==> src/rtl/uart_pkg.sv <==
// Shared types and constants for the UART receive front end.
package uart_pkg;

  typedef enum logic [1:0] {
    IDLE  = 2'd0,
    START = 2'd1,
    DATA  = 2'd2,
    STOP  = 2'd3
  } rx_state_e;

  localparam int DATA_BITS        = 8;
  localparam int BIT_IDX_W        = 4;
  localparam int CLKS_PER_BIT_DEF = 868;

endpackage

==> src/rtl/uart_rx_sampler_if.sv <==
// Serial line plus the shift-register write controls of the receive front end.
interface uart_rx_sampler_if;
  import uart_pkg::*;

  logic                 i_rx;
  logic                 shift_rst;
  logic                 catch_bit;
  logic [BIT_IDX_W-1:0] catch_bit_cnt;
  logic                 o_rx_done;
  logic                 o_frame_err;

  modport master (
    input  i_rx,
    output shift_rst,
    output catch_bit,
    output catch_bit_cnt,
    output o_rx_done,
    output o_frame_err
  );

  modport slave (
    output i_rx,
    input  shift_rst,
    input  catch_bit,
    input  catch_bit_cnt,
    input  o_rx_done,
    input  o_frame_err
  );

endinterface

==> src/rtl/uart_rx_sync.sv <==
// Two-flop synchroniser for the serial line with a history flop for falling-edge detection.
module uart_rx_sync
  import uart_pkg::*;
(
  input  logic clk,
  input  logic rst_n,
  input  logic rx_async,
  output logic rx_sync,
  output logic rx_fall
);

  logic rx_s1_q, rx_s1_d;
  logic rx_s2_q, rx_s2_d;
  logic rx_s3_q, rx_s3_d;

  always_comb begin
    rx_s1_d = rx_async;
    rx_s2_d = rx_s1_q;
    rx_s3_d = rx_s2_q;
  end

  // Reset to the idle-high level so leaving reset never looks like a start edge
  always_ff @(posedge clk) begin
    if (!rst_n) begin
      rx_s1_q <= 1'b1;
      rx_s2_q <= 1'b1;
      rx_s3_q <= 1'b1;
    end else begin
      rx_s1_q <= rx_s1_d;
      rx_s2_q <= rx_s2_d;
      rx_s3_q <= rx_s3_d;
    end
  end

  assign rx_sync = rx_s2_q;
  assign rx_fall = rx_s3_q & ~rx_s2_q;

endmodule

==> src/rtl/uart_rx_sampler.sv <==
// UART receive bit recovery: start detection, 3-sample majority vote per bit, shift-register write controls.
module uart_rx_sampler
  import uart_pkg::*;
#(
  parameter int CLKS_PER_BIT = CLKS_PER_BIT_DEF
) (
  input  logic              clk,
  input  logic              rst_n,
  uart_rx_sampler_if.master rx_if
);

  localparam int MID   = CLKS_PER_BIT / 2;
  localparam int CNT_W = $clog2(CLKS_PER_BIT);

  logic rx_s2;
  logic rx_fall;

  uart_rx_sync u_sync (
    .clk      (clk),
    .rst_n    (rst_n),
    .rx_async (rx_if.i_rx),
    .rx_sync  (rx_s2),
    .rx_fall  (rx_fall)
  );

  rx_state_e            state_q, state_d;
  logic [CNT_W-1:0]     clk_cnt_q, clk_cnt_d;
  logic [BIT_IDX_W-1:0] bit_idx_q, bit_idx_d;
  logic [1:0]           samp_q, samp_d;
  logic                 shift_rst_q, shift_rst_d;
  logic                 catch_bit_q, catch_bit_d;
  logic [BIT_IDX_W-1:0] catch_cnt_q, catch_cnt_d;
  logic                 done_q, done_d;
  logic                 err_q, err_d;

  logic cnt_last;
  logic vote_cyc;
  logic vote;

  always_comb begin
    cnt_last = (clk_cnt_q == CNT_W'(CLKS_PER_BIT - 1));
    vote_cyc = (clk_cnt_q == CNT_W'(MID + 1));
    // Third sample is the live rx_s2 in the vote cycle itself
    vote     = (samp_q[0] & samp_q[1]) | (samp_q[0] & rx_s2) | (samp_q[1] & rx_s2);
  end

  always_comb begin
    state_d     = state_q;
    clk_cnt_d   = clk_cnt_q;
    bit_idx_d   = bit_idx_q;
    samp_d      = samp_q;
    shift_rst_d = 1'b0;
    catch_bit_d = catch_bit_q;
    catch_cnt_d = catch_cnt_q;
    done_d      = 1'b0;
    err_d       = 1'b0;

    // Register is already cleared; park the write controls on a harmless value
    if (shift_rst_q) begin
      catch_bit_d = 1'b0;
      catch_cnt_d = '0;
    end

    if (state_q != IDLE) begin
      clk_cnt_d = cnt_last ? '0 : clk_cnt_q + 1'b1;
      if (clk_cnt_q == CNT_W'(MID - 1)) samp_d[0] = rx_s2;
      if (clk_cnt_q == CNT_W'(MID))     samp_d[1] = rx_s2;
    end

    case (state_q)
      IDLE: begin
        if (rx_fall) begin
          state_d   = START;
          clk_cnt_d = '0;
        end
      end
      START: begin
        if (vote_cyc) begin
          if (vote) begin
            state_d = IDLE;
          end else begin
            shift_rst_d = 1'b1;
            bit_idx_d   = '0;
          end
        end else if (cnt_last) begin
          state_d = DATA;
        end
      end
      DATA: begin
        if (vote_cyc) begin
          catch_bit_d = vote;
          catch_cnt_d = bit_idx_q;
        end
        if (cnt_last) begin
          if (bit_idx_q == BIT_IDX_W'(DATA_BITS - 1)) state_d = STOP;
          else                                        bit_idx_d = bit_idx_q + 1'b1;
        end
      end
      STOP: begin
        // Back to IDLE at the centre so a start edge in the late stop bit is caught
        if (vote_cyc) begin
          done_d  = 1'b1;
          err_d   = ~vote;
          state_d = IDLE;
        end
      end
      default: state_d = IDLE;
    endcase
  end

  always_ff @(posedge clk) begin
    if (!rst_n) begin
      state_q     <= IDLE;
      clk_cnt_q   <= '0;
      bit_idx_q   <= '0;
      shift_rst_q <= 1'b0;
      catch_bit_q <= 1'b0;
      catch_cnt_q <= '0;
      done_q      <= 1'b0;
      err_q       <= 1'b0;
    end else begin
      state_q     <= state_d;
      clk_cnt_q   <= clk_cnt_d;
      bit_idx_q   <= bit_idx_d;
      shift_rst_q <= shift_rst_d;
      catch_bit_q <= catch_bit_d;
      catch_cnt_q <= catch_cnt_d;
      done_q      <= done_d;
      err_q       <= err_d;
    end
  end

  always_ff @(posedge clk) begin
    samp_q <= samp_d;
  end

  assign rx_if.shift_rst     = shift_rst_q;
  assign rx_if.catch_bit     = catch_bit_q;
  assign rx_if.catch_bit_cnt = catch_cnt_q;
  assign rx_if.o_rx_done     = done_q;
  assign rx_if.o_frame_err   = err_q;

endmodule

==> src/flat_wrapper.sv <==
// flat-port wrapper written by rule: the top's interface ports become plain ports
module uart_rx_sampler_flat import uart_pkg::*;
#(
  parameter int CLKS_PER_BIT = CLKS_PER_BIT_DEF
)
  (clk, rst_n, rx_if_i_rx, rx_if_shift_rst, rx_if_catch_bit, rx_if_catch_bit_cnt, rx_if_o_rx_done, rx_if_o_frame_err);
  uart_rx_sampler_if rx_if_i ();
  input  logic clk;
  input  logic rst_n;
  input wire logic [$bits(rx_if_i.i_rx)-1:0] rx_if_i_rx;
  output wire logic [$bits(rx_if_i.shift_rst)-1:0] rx_if_shift_rst;
  output wire logic [$bits(rx_if_i.catch_bit)-1:0] rx_if_catch_bit;
  output wire logic [$bits(rx_if_i.catch_bit_cnt)-1:0] rx_if_catch_bit_cnt;
  output wire logic [$bits(rx_if_i.o_rx_done)-1:0] rx_if_o_rx_done;
  output wire logic [$bits(rx_if_i.o_frame_err)-1:0] rx_if_o_frame_err;
  assign rx_if_i.i_rx = rx_if_i_rx;
  assign rx_if_shift_rst = rx_if_i.shift_rst;
  assign rx_if_catch_bit = rx_if_i.catch_bit;
  assign rx_if_catch_bit_cnt = rx_if_i.catch_bit_cnt;
  assign rx_if_o_rx_done = rx_if_i.o_rx_done;
  assign rx_if_o_frame_err = rx_if_i.o_frame_err;
  uart_rx_sampler #(.CLKS_PER_BIT(CLKS_PER_BIT)) u_core (.clk(clk), .rst_n(rst_n), .rx_if(rx_if_i));
endmodule
==> config.mk <==
export PLATFORM = sky130hd
export DESIGN_NAME = uart_rx_sampler_flat
export DESIGN_NICKNAME = d
export VERILOG_FILES = /design/src/rtl/uart_pkg.sv /design/src/rtl/uart_rx_sampler_if.sv /design/src/rtl/uart_rx_sync.sv /design/src/rtl/uart_rx_sampler.sv /design/src/flat_wrapper.sv
export SDC_FILE = /design/constraint.sdc
export NUM_CORES = 1
export LEC_CHECK = 0
export BUFFER_PORTS_ARGS = -buffer_cell sky130_fd_sc_hd__clkbuf_2
export CELL_PAD_IN_SITES_DETAIL_PLACEMENT = 0
export CELL_PAD_IN_SITES_GLOBAL_PLACEMENT = 1
export CORE_MARGIN = 2
export CORE_UTILIZATION = 41
export CTS_CLUSTER_DIAMETER = 150
export DETAILED_ROUTE_END_ITERATION = 7
export PLACE_DENSITY = 0.74
export SYNTH_ARGS = -nofsm -noshare
export SYNTH_HDL_FRONTEND = slang
export SYNTH_SLANG_ARGS = --single-unit
==> constraint.sdc <==
create_clock -name clk -period 1.8 [get_ports clk]
set_input_delay 0.09 -clock clk [delete_from_list [all_inputs] [get_ports clk]]
set_output_delay 0.09 -clock clk [all_outputs]
set_load 0.05 [all_outputs]
==> results of run 1 <==
[sequential cells by signal, indices dropped and copies added, names as in the netlist, 2 cells and up, named ones only]
register                    cells
u_core.rx_if.catch_bit_cnt      4
u_core.samp_q                   2
u_core.bit_idx_q                4
u_core.clk_cnt_q               10
[cell type report]
class	count	area (µm²)
fillers	347	1640
clock buffers	6	72.6
flip-flops and latches	29	613
clock inverters	2	10.0
well taps	48	60.1
inverters	8	30.0
multi-input cells	131	968
repair buffers	37	272
[through the flow]
step | setup TNS (ps) | hold WS, ps | instance area, µm² | util (%) | cells
final | -131 | 288 | 2030 | 55.3 | 261
after global routing | -473 | 316 | 2030 | 55.3 | 261
after CTS | -127 | 279 | 1940 | 53.1 | 256
after detailed placement | -168 | 284 | 1810 | 49.6 | 245
after global placement | -11.3 | 277 | 1810 | 49.6 | 245
after floorplan | -116 | 191 | 1610 | - | 174
[metal layers]
metal / up-vias / GRT usage [%] / wire length [µm]
li1: 712 / - / -
met1: 683 / 23.3 / 1780
met2: 26 / 33.4 / 1850
met3: 12 / 5.31 / 122
met4: 0 / 10.4 / 99
met5: - / 0 / 0
[logic make-up after synthesis]
group / after synthesis
adders and majority gates: 9
AOI/OAI and AO/OA: 41
and+or+nand+nor: 79
xor gates and xnor gates: 1
buffers and inverters: 15
DFF: 29
[critical path, stage by stage (launching register included)]
cell and delay, ps:
dfxtp_2 320, or3b_4 430, nor4_4 270, o21ai_2 100
or4_4 500, o22ai_2 150
[final timing paths]
check,from,end,slack [ps]
worst max register to register,u_core.clk_cnt_q[6],u_core.bit_idx_q[1],-50
worst max-delay path,u_core.clk_cnt_q[6],u_core.bit_idx_q[1],-50
worst min-delay path,rst_n,u_core.rx_if.shift_rst,290
worst min register to register,u_core.u_sync.rx_s1_q,u_core.u_sync.rx_sync,410
[repair_timing]
item,4_1_cts,5_1_grt
setup buffers,2,4
gates cloned,0,1
pin swaps,2,1
hold buffers,1,0
resized for setup,5,12
endpoints found under the hold margin,1,0
setup endpoints to repair,4,18
[placed cells by master, fill, tap and decap left out, types with 2 or more instances in the layout]
master    synthesis  routed
a21boi_0          5       5
a21oi_1           7       7
a31oi_1           2       2
buf_4             1      24
clkbuf_2          0      10
clkbuf_8          3       5
clkinv_2          0       2
dfxtp_1          27      21
dfxtp_2           0       4
dfxtp_4           0       2
edfxtp_1          2       2
ha_1              8       6
inv_1             8       7
nand2_1          23      23
nand2b_1          3       3
nand3_1           5       5
nand3b_1          7       7
nand4b_1          2       2
nor2_1            8       8
nor2b_1           5       5
nor3_1            7       5
nor3_2            1       2
nor4_1            5       3
nor4_4            0       2
nor4b_2           0       2
o211a_1           2       2
o211ai_1          4       4
o21ai_0           6       5
o21ai_1           1       2
o221a_2           2       2
o22ai_1           3       2
or2b_4            0       2
or3b_4            1       2
[where the power goes]
part | switching (mW) | total [mW] | internal [mW]
clock | 0.245 | 0.512 | 0.267
combinational | 0.122 | 0.215 | 0.0926
sequential | 0.0108 | 0.671 | 0.660
==> reports/metrics.cfg, run 1 <==
[global_route]
gr-total-overflow = 0
grt_pass1_vias = 1477
grt_max_degree = 22
grt_use_total_pct = 20.0
antenna_found_initial = 0
grt_pass1_wl_um = 6620

[timing]
slew_headroom_pct = 72.8
period_minus_slack_ps = 1850
final-setup-viol-count = 3
rsz0062_at_grt = true
fin_ws_ps = -50.7
timing.fmax_mhz = 540
hold_viol = 0
finalCritPeriodShare_pct = 103
slew_violations = 0
worst_pin_slew_ps = 408
finClkSkew_ps = 2.19

[drt]
drt_pass1_iterations = 4
antenna_left = 0
first_iter_violations = 78
drc = 0
avgRoutedWirePerCell_um = 14.8
viasPerCell = 5.49
drt_wl_total_um = 3850
route.vias.total = 1433

[outcome]
outcome = finished with violations
failed_checks = setup timing

[clocking]
tritoncts = built
cts-htree-levels = 2
clk_pin_slew_ps = 60
root_buffer = clkbuf_8
insertion_delay_ps = 280
clockBufferDepth = 2
numCtsBuffers = 5
cts_sinks = 29

[yosys]
synthTopCellsByArea = dfxtp_1 (35%), ha_1 (6.4%), nand2_1 (5.6%)
yosys.area.top_type = dfxtp_1
synthCells = 174
muxShareOfSynthArea_pct = 0
synth_cell_type_count = 49
yosys_most_used_dff = dfxtp_1
synth_top_family_by_area = simple AND/OR/NAND/NOR gates
seq_area_frac_synth_pct = 38.6
synthTopCellsByCount = dfxtp_1 (27), nand2_1 (23), ha_1 (8), inv_1 (8), nor2_1 (8)
synth_compound_area_share_pct = 18.8
ys_seq_elements = 29
yosys.area_share.simple_pct = 29.0
synthAdderAreaFrac_pct = 7.09
netlist_area_um2 = 1550
synthesis.nets = 185
synthXorXnorAreaFrac_pct = 0.564
synth_top_cell_area_share_pct = 34.8
yosys.cell_count.top_type = dfxtp_1
synth_edf_count = 2
async_flop_share_pct = 0
syn_area_per_cell_um2 = 8.93
synth_warnings = 0

[layout]
diodes = 0
layout.nets = 223
syn_to_final_growth_pct = 30.4
drive_gt1_share_pct = 34.3

[floorplanning]
die_w_um = 65.6
core-area_um2 = 3660
chipHeight_um = 65.6
dieArea_um2 = 4300
start_util_pct = 42.4
rows = 22
ios = 11

[worst_setup_path]
r2r_cells = 5
setup.worst_path.start_class = flip-flop
cp_max_fo = 4
critPathKind = reg2reg
arrival_ps = 2060
crit_required_ps = 2010
critPathCaptureType = flip-flop

[placed_design]
pre_cts_ws_ps = -61.8
dp.final_hpwl_um = 2730
gp_congestion = 0.847
io_buffer_count = 10

[power_and_ir_drop]
vdd_drop_max_uv = 327
pwr_density_cell_nw_per_um2 = 690
cellLeakagePower_nw = 0.778
totalPowerFinal_mw = 1.40

[hold_path]
whs_path_depth = 3
hold_path.class = in2reg

[job]
timing.max_cap.violations = 0

Note: power is estimated with default switching activity, not from simulation.
==> run 2: changes to the inputs <==
--- a/config.mk
+++ b/config.mk
@@ -8,10 +8,11 @@
 export BUFFER_PORTS_ARGS = -buffer_cell sky130_fd_sc_hd__clkbuf_2
 export CELL_PAD_IN_SITES_DETAIL_PLACEMENT = 0
 export CELL_PAD_IN_SITES_GLOBAL_PLACEMENT = 1
-export CORE_MARGIN = 2
+export CORE_MARGIN = 3
 export CORE_UTILIZATION = 41
 export CTS_CLUSTER_DIAMETER = 150
 export DETAILED_ROUTE_END_ITERATION = 7
+export HOLD_SLACK_MARGIN = 0.05
 export PLACE_DENSITY = 0.74
 export SYNTH_ARGS = -nofsm -noshare
 export SYNTH_HDL_FRONTEND = slang
==> run 2 against run 1 <==
  * The flow still finishes with violations (setup timing)
  * Clock skew grew 1.8 ps
  * Clock power grew 3%
  * Critical path depth is the same
  * Non-clock buffer count grew 1
  * Maximum frequency grew 1.3%
  * Clock-buffer cell count grew 1
  * Largest cell class unchanged
  * Sequential power is essentially flat
  * Total power grew 0.87%
==> reports/metrics.cfg, run 2 (synthesized netlist as in run 1, its figures left out) <==
[layout]
final_cells = 258  ; was 261
diodes = 0  ; unchanged
drive_gt1_share_pct = 34.4  ; was 34.3%
final_cell_area_um2 = 2030  ; about the same
final_cell_mix = buf_4 (26), nand2_1 (23), dfxtp_1 (22)  ; was buf_4 (24), nand2_1 (23), dfxtp_1 (21)
largest_reg_flops = 10  ; unchanged
layout.nets = 223  ; unchanged
syn_to_final_growth_pct = 30.7  ; was 30.4%
regMostFlops = u_core.clk_cnt_q  ; unchanged
final_common_cell = buf_4  ; unchanged

[worst_setup_path]
critPathBufInv = 0  ; unchanged
path_cells = or3b_4 > nor4_4 > o21ai_2 > or4_4 > o22ai_1  ; was or3b_4 > nor4_4 > o21ai_2 > or4_4 > o22ai_2
crit_slowest_cell = or4_4  ; unchanged
crit_required_ps = 2000  ; was 2010 ps
critPathKind = reg2reg  ; unchanged
cpPeakStageDelay_ps = 500  ; about the same
setup.worst_path.start_class = flip-flop  ; unchanged
r2r_cells = 5  ; unchanged
crit_family = simple AND/OR/NAND/NOR gates  ; unchanged
cp_max_fo = 3  ; was 4
critPathCaptureType = flip-flop  ; unchanged
cp.depth = 5  ; unchanged
arrival_ps = 2030  ; was 2060 ps

[drt]
viasPerCell = 5.40  ; was 5.49
drt_pass1_iterations = 4  ; unchanged
first_iter_violations = 74  ; was 78
drt_wl_total_um = 3490  ; was 3850 µm
drc = 0  ; unchanged
antenna_left = 0  ; unchanged
route.vias.total = 1393  ; was 1433
avgRoutedWirePerCell_um = 13.5  ; was 14.8 µm

[global_route]
grt_use_total_pct = 17.3  ; was 20.0%
grt_pass1_vias = 1299  ; was 1477
grt_max_degree = 32  ; was 22
antenna_found_initial = 0  ; unchanged
grt_pass1_wl_um = 5920  ; was 6620 µm
gr-total-overflow = 0  ; unchanged

[power_and_ir_drop]
vdd_drop_max_uv = 457  ; was 327 µV
cellLeakagePower_nw = 0.797  ; was 0.778 nW
pwr_density_cell_nw_per_um2 = 695  ; was 690 nW/µm²

[timing]
finalCritPeriodShare_pct = 101  ; was 103%
period_minus_slack_ps = 1830  ; was 1850 ps
worst_pin_slew_ps = 564  ; was 408 ps
slew_violations = 0  ; unchanged
final-setup-viol-count = 2  ; was 3
finClkSkew_ps = 4.00  ; was 2.19 ps
hold_ws_ps = 356  ; was 288 ps
timing.fmax_mhz = 548  ; was 540 MHz
rsz0062_at_grt = true  ; unchanged
fin_ws_ps = -26.1  ; was -50.7 ps
hold_viol = 0  ; unchanged
slew_headroom_pct = 62.4  ; was 72.8%

[placed_design]
dp_cells = 248  ; was 245
io_buffer_count = 10  ; unchanged
placed_area_um2 = 1850  ; was 1810 µm²
dp.final_hpwl_um = 2580  ; was 2730 µm
pre_cts_ws_ps = -72.5  ; was -61.8 ps
gp_congestion = 0.753  ; was 0.847

[clocking]
clockBufferDepth = 2  ; unchanged
insertion_delay_ps = 280  ; about the same
cts-htree-levels = 2  ; unchanged
root_buffer = clkbuf_8  ; unchanged
numCtsBuffers = 5  ; unchanged
clk_pin_slew_ps = 60  ; about the same
cts_sinks = 29  ; unchanged
tritoncts = built  ; unchanged

[outcome]
outcome = finished with violations  ; unchanged
failed_checks = setup timing  ; unchanged

[floorplanning]
core-area_um2 = 3490  ; was 3660 µm²
rows = 21  ; was 22
dieArea_um2 = 4570  ; was 4300 µm²
ios = 11  ; unchanged
die_w_um = 67.6  ; was 65.6 µm
chipHeight_um = 67.6  ; was 65.6 µm
start_util_pct = 44.5  ; was 42.4%

[hold_path]
whs_path_depth = 2  ; was 3
hold_path.class = in2reg  ; unchanged

[job]
timing.max_cap.violations = 0  ; unchanged

-- run 2: routing by layer --
metal	track usage [%]	vias up	part of all wire, %
met2	29.5	30	50
met1	20.9	653	44
met4	6.58	0	1.3
li1	-	704	-
met5	0	-	0
met3	3.99	6	4.0
-- run 2: report_power, final --
| part | total, mW | internal, mW | switching, mW |
|---|---|---|---|
| registers | 0.671 | 0.661 | 0.0104 |
| logic | 0.214 | 0.0925 | 0.122 |
| clock network | 0.525 | 0.302 | 0.223 |
| total | 1.41 | 1.06 | 0.355 |
-- run 2: area by class of cell --
class | instances | area, µm²
tap | 46 | 57.6
inverter | 8 | 30.0
multi-input combinational | 130 | 970
clock buffer | 7 | 86.3
timing repair buffer | 38 | 275
sequential | 29 | 612
fill | 328 | 1460
-- run 2: final timing paths --
path,slack [ps],end,startpoint
hold / removal,360,u_core.u_sync.rx_s1_q,rst_n
setup reg to reg,-30,u_core.bit_idx_q[1],u_core.clk_cnt_q[9]
hold reg to reg,410,u_core.u_sync.rx_sync,u_core.u_sync.rx_s1_q
setup / recovery,-30,u_core.bit_idx_q[1],u_core.clk_cnt_q[9]
-- run 2: metrics by stage --
stage	util, %	power, mW	TNS, ps
after floorplan	-	0.816	-116
after global placement	52.9	0.883	-44.4
after detailed placement	52.9	0.886	-199
after CTS	56.2	1.42	-271
after global routing	58.1	1.48	-452
final	58.1	1.41	-48.2
-- run 2: repair_timing --
item	CTS	global route
cloned	0	0
pin swaps	2	2
hold buffers	1	0
setup buffers	1	1
resized for setup	2	15
setup endpoints to repair	9	15
hold endpoints to repair	1	0
